==> config.mk <==
export PLATFORM = sky130hd
export DESIGN_NAME = dp_control
export DESIGN_NICKNAME = d
export VERILOG_FILES = /design/src/rtl/dp_ctrl_pkg.sv /design/src/rtl/dp_hazard_unit.sv /design/src/rtl/dp_control.sv
export SDC_FILE = /design/constraint.sdc
export NUM_CORES = 1
export LEC_CHECK = 0
export CORE_MARGIN = 8
export CORE_UTILIZATION = 40
export DETAILED_ROUTE_END_ITERATION = 6
export MAX_ROUTING_LAYER = met4
export PLACE_DENSITY_LB_ADDON = 0.12
export REMOVE_ABC_BUFFERS = 1
export SYNTH_ARGS = -nofsm -noshare
export SYNTH_HDL_FRONTEND = slang
export SYNTH_SLANG_ARGS = --single-unit
==> constraint.sdc <==
create_clock -name clk -period 2 [get_ports clk]
set_input_delay 0.2 -clock clk [delete_from_list [all_inputs] [get_ports clk]]
set_output_delay 0.2 -clock clk [all_outputs]
set_load 0.005 [all_outputs]
==> src/rtl/dp_ctrl_pkg.sv <==
// Shared types, opcode constants and instruction field positions for the
// dp_control block and its hazard unit.
package dp_ctrl_pkg;

   localparam int XLEN     = 32;
   localparam int REG_BITS = 5;

   localparam logic [6:0] OP_ADD  = 7'b0110011;
   localparam logic [6:0] OP_ADDI = 7'b0010011;

   localparam int OPC_MSB = 6;
   localparam int OPC_LSB = 0;
   localparam int RD_MSB  = 11;
   localparam int RD_LSB  = 7;
   localparam int RS1_MSB = 19;
   localparam int RS1_LSB = 15;
   localparam int RS2_MSB = 24;
   localparam int RS2_LSB = 20;
   localparam int IMM_MSB = 31;
   localparam int IMM_LSB = 20;

   // One pipe stage of write-back control; v means "this entry will write rd".
   typedef struct packed {
      logic                v;
      logic [REG_BITS-1:0] rd;
      logic                f;
   } stage_t;

   function automatic logic [XLEN-1:0] sext12(input logic [11:0] x);
      return {{(XLEN-12){x[11]}}, x};
   endfunction

endpackage

==> src/rtl/dp_hazard_unit.sv <==
// Read-after-write detector: flags a DEC-stage source that is still pending
// write-back in the ALU or WR stage (no bypass, no regfile write-through).
module dp_hazard_unit
   import dp_ctrl_pkg::*;
(
   input  logic                inst_valid,
   input  logic                legal,
   input  logic                use_a,
   input  logic                use_b,
   input  logic [REG_BITS-1:0] addr_a,
   input  logic [REG_BITS-1:0] addr_b,
   input  stage_t              alu_s,
   input  stage_t              wr_s,
   output logic                hazard
);

   function automatic logic pending(input logic [REG_BITS-1:0] s,
                                    input stage_t a, input stage_t w);
      return (s != '0) && ((a.v && (a.rd == s)) || (w.v && (w.rd == s)));
   endfunction

   logic hit_a;
   logic hit_b;

   assign hit_a  = use_a && pending(addr_a, alu_s, wr_s);
   assign hit_b  = use_b && pending(addr_b, alu_s, wr_s);
   assign hazard = inst_valid && legal && (hit_a || hit_b);

endmodule

==> src/rtl/dp_control.sv <==
// Control unit for the DEC -> ALU -> WR datapath: decode, issue handshake,
// write-back control pipe, RAW stall and activity counters.
module dp_control
   import dp_ctrl_pkg::*;
#(
   parameter int LENGTH   = 32,
   parameter int NREGS    = 32,
   parameter int SEL_BITS = $clog2(NREGS)
) (
   input  logic                clk,
   input  logic                reset,
   input  logic [LENGTH-1:0]   inst,
   input  logic                inst_valid,
   output logic                inst_ready,
   output logic [SEL_BITS-1:0] addr_a,
   output logic [SEL_BITS-1:0] addr_b,
   output logic [LENGTH-1:0]   imm,
   output logic                f,
   output logic                f_alu,
   output logic [SEL_BITS-1:0] addr_d,
   output logic                wr_regfile,
   output logic                illegal,
   output logic [31:0]         issued_cnt,
   output logic [31:0]         stall_cnt
);

   logic [6:0]          opcode;
   logic [REG_BITS-1:0] rd;
   logic                is_add;
   logic                is_addi;
   logic                legal;
   logic                hazard;
   logic                transfer;
   stage_t              issue_s;
   stage_t              alu_q;
   stage_t              wr_q;
   logic                illegal_q;
   logic                unused_bits;

   assign opcode  = inst[OPC_MSB:OPC_LSB];
   assign rd      = inst[RD_MSB:RD_LSB];
   assign is_add  = (opcode == OP_ADD);
   assign is_addi = (opcode == OP_ADDI);
   assign legal   = is_add || is_addi;

   // DEC outputs follow inst every cycle, independent of inst_valid.
   assign addr_a = inst[RS1_MSB:RS1_LSB];
   assign addr_b = inst[RS2_MSB:RS2_LSB];
   assign imm    = sext12(inst[IMM_MSB:IMM_LSB]);
   assign f      = is_addi;

   // ADDI reuses the rs2 field as immediate bits, so only ADD checks source B.
   dp_hazard_unit u_hazard (
      .inst_valid (inst_valid),
      .legal      (legal),
      .use_a      (1'b1),
      .use_b      (is_add),
      .addr_a     (addr_a),
      .addr_b     (addr_b),
      .alu_s      (alu_q),
      .wr_s       (wr_q),
      .hazard     (hazard)
   );

   assign inst_ready = !hazard;
   assign transfer   = inst_valid && inst_ready;

   // NOTE: every field gets a default before the conditional update so no latch is inferred.
   always_comb begin
      issue_s = '0;
      if (transfer) begin
         issue_s.v  = legal && (rd != '0);
         issue_s.rd = rd;
         issue_s.f  = is_addi;
      end
   end

   // NOTE: state updates use non-blocking assignment so every register samples pre-edge values.
   always_ff @(posedge clk or negedge reset) begin
      if (!reset) begin
         alu_q      <= '0;
         wr_q       <= '0;
         illegal_q  <= 1'b0;
         issued_cnt <= '0;
         stall_cnt  <= '0;
      end else begin
         alu_q     <= issue_s;
         wr_q      <= alu_q;
         illegal_q <= transfer && !legal;
         if (transfer)
            issued_cnt <= issued_cnt + 32'd1;
         if (inst_valid && !inst_ready)
            stall_cnt <= stall_cnt + 32'd1;
      end
   end

   assign wr_regfile = wr_q.v;
   assign addr_d     = wr_q.rd;
   assign f_alu      = alu_q.f;
   assign illegal    = illegal_q;

   assign unused_bits = ^{inst[14:12], wr_q.f};

endmodule

==> flow_metrics.tcl <==
set metrics [dict create \
    ys_types 33 \
    grt_overflow 0 \
    design_area_sq_um 6090 \
    clockBufferDepth 2 \
    crit_arrival_ps 1810 \
    crit_fanout 4 \
    relSlewSlack 0.605 \
    rows 37 \
    crit_path_start_kind "input port" \
    grt_pass1_wl_mm 17.2 \
    min_period_ps 2010 \
    ys_seq_elements 78 \
    core_area_sq_um 10100 \
    final_cells 668 \
    pwr-share-comb 0.155 \
    final_hold_viol_count 0 \
    leakage_uw 0.00278 \
    hp-class "in2out" \
    p_sw_uw 910 \
    max_freq_ghz 0.497 \
    gp_congestion 0.899 \
    power_frac_clock 0.369 \
    antenna_cells 0 \
    layout.nets 564 \
    drive_gt1_frac 0.248 \
    synth-edff-count 0 \
    hold-worst-slack_ps 400 \
    placed_area_sq_um 5400 \
    synth_ff_type "dfrtp_1" \
    start_util 0.404 \
    ios 151 \
    drc_errors 0 \
    grt_max_degree 46 \
    required_ps 1800 \
    synthCells 392 \
    cts_tree "yes" \
    slew_violations 0 \
    via_per_inst 5.02 \
    irDropWorstVdd_mv 0.442 \
    grt_usage 0.164 \
    cts.root.buffer_cell "clkbuf_8" \
    area_delta_synth_final_pct 48.7 \
    criticalPathCategory "in2out" \
    final_core_util 0.601 \
    violations "negative setup slack" \
    fin_skew_ps 16.1 \
    rsz0062_at_grt "yes" \
    seq_power_share 0.477 \
    async_reset_ff_frac 1.00 \
    yosys_warnings 0 \
    num_vias 3354 \
    drt_iter0_markers 86 \
    synth.most_common_cell "dfrtp_1" \
    drv_cap 0 \
    setup_viol 2 \
    ys_seq_area_frac 0.476 \
    numCtsBuffers 9 \
    endpoint_kind "primary output" \
    die_area_sq_um 13700 \
    clock_latency_ps 350 \
    port_buffers 113 \
    die_w_microns 117 \
    tightest_slew_ps 593 \
    syn_area_per_cell_sq_um 10.5 \
    htree_levels 3 \
    worst_slack_ps -13.0 \
    die_y_microns 117 \
    intPower_uw 2750 \
    synth_area_leaders "dfrtp_1 (48%), xnor2_1 (9.2%), xor2_1 (8.3%)" \
    status "finished with violations" \
    clock-sinks 78 \
    fill_cells 857 \
    yosys.area.top_type "dfrtp_1" \
    power.density_nw_per_um2 601 \
    wl_mm 11.1 \
    dp_hpwl_mm 7.88 \
    grt_pass1_vias 3456 \
    firstDrtPassIters 4 \
    synth_common_cells "dfrtp_1 (78), buf_4 (45), xnor2_1 (43)" \
    synth.top_cell.area_share 0.476 \
    placedCellCount 635 \
    drt-wirelength-per-cell_microns 16.6 \
    final_antenna_net_count 0 \
    switching_share 0.248 \
    timing.final.crit_share 1.01 \
    antenna_found_initial 0 \
    syn_area_sq_um 4100 \
]
sequential cells by signal, summed over array words and instances (netlist names):
register,count
addr_d,5
illegal,1
stall_cnt,32
wr_regfile,1
f_alu,1
issued_cnt,32
alu_q,6
through the flow:
| stage | TNS, ps | setup WS, ps | power [uW] |
|---|---|---|---|
| 6_report | -14.0 | -13.0 | 3660 |
| 5_1_grt | -808 | -109 | 3830 |
| 4_1_cts | -64.7 | -64.7 | 3700 |
| 3_5_place_dp | -24120 | -493 | 2320 |
| 3_3_place_gp | -20850 | -462 | 2300 |
| 2_1_floorplan | -55030 | -1410 | 1920 |
routing by layer:
metal / wire length, microns / global-route usage / vias to the layer above
li1: - / - / 1595
met1: 4830 / 0.198 / 1656
met2: 5530 / 0.264 / 92
met3: 630 / 0.0390 / 11
met4: 126 / 0.0589 / 0
met5: 0 / - / -
area by class of cell:
| cell class | count | area [sq um] | share of cell area |
|---|---|---|---|
| Timing Repair Buffer | 180 | 1700 | 0.278 |
| Sequential cell | 78 | 1950 | 0.321 |
| Tap cell | 136 | 170 | 0.0279 |
| Multi-Input combinational cell | 256 | 2040 | 0.334 |
| Clock inverter | 6 | 92.6 | 0.0152 |
| Inverter | 2 | 7.51 | 0.00123 |
| Clock buffer | 10 | 138 | 0.0226 |
repair_timing:
| item | 4_1_cts | 5_1_grt |
|---|---|---|
| setup endpoints to repair | 25 | 65 |
| hold buffers | 1 | 0 |
| setup buffers | 15 | 6 |
| pin swaps | 20 | 30 |
| gates cloned | 0 | 2 |
| gates resized for setup | 37 | 45 |
| hold endpoints to repair | 44 | 0 |
cell families (layout without fill, tap and decap cells):
group	after synthesis	count (layout)	share of synthesized area
compound gates	7	7	0.0137
xor+xnor	82	82	0.175
fa+ha+maj	2	2	0.00610
buf+inv	58	198	0.0971
flops	78	78	0.476
mux	1	1	0.00275
simple gates	164	164	0.229
cells in the final DEF, fill, tap and decap left out, types with 3 or more instances in the layout:
cell type / netlist / final
clkbuf_8: 0 / 10
and3_1: 23 / 13
dlygate4sd2_1: 0 / 3
dfrtp_1: 78 / 76
clkdlybuf4s50_1: 0 / 104
nand4_1: 29 / 29
nor3_4: 0 / 3
xnor2_1: 43 / 41
xor2_1: 39 / 39
buf_4: 45 / 53
nand3_1: 25 / 24
and3_4: 0 / 10
nor4_4: 2 / 8
nor2_1: 10 / 9
nand2_1: 25 / 25
nor3_1: 25 / 20
buf_6: 1 / 11
and2_1: 5 / 4
worst max-delay path: stages:
cell and delay (ps):
clkdlybuf4s50_1 610, xnor2_1 160, nand4_1 130, o22ai_2 190
buf_4 140, a21oi_2 50, or2_4 230, buf_6 110
final timing paths:
check,from,endpoint,slack (ps),cells past startpoint
worst max register to register,alu_q[5]$_DFF_PN0_,issued_cnt[1]$_DFFE_PN0P_,10,8
min in group asynchronous,reset,stall_cnt[25]$_DFFE_PN0P_,420,2
worst min register to register,alu_q[4]$_DFF_PN0_,addr_d[3]$_DFF_PN0_,450,0
worst max-delay path,inst[15],inst_ready,-10,8
max in group asynchronous,reset,alu_q[3]$_DFF_PN0_,950,3
worst min-delay path,inst[25],imm[5],400,0
power groups by stage:
stage	combinational (uW)	clock, uW	sequential [uW]
finish	566	1350	1750
global route	616	1450	1760
CTS	564	1390	1740
detailed placement	542	0	1770
global placement	530	0	1770
floorplan	146	0	1780
Power figures use the tool's default switching activity.
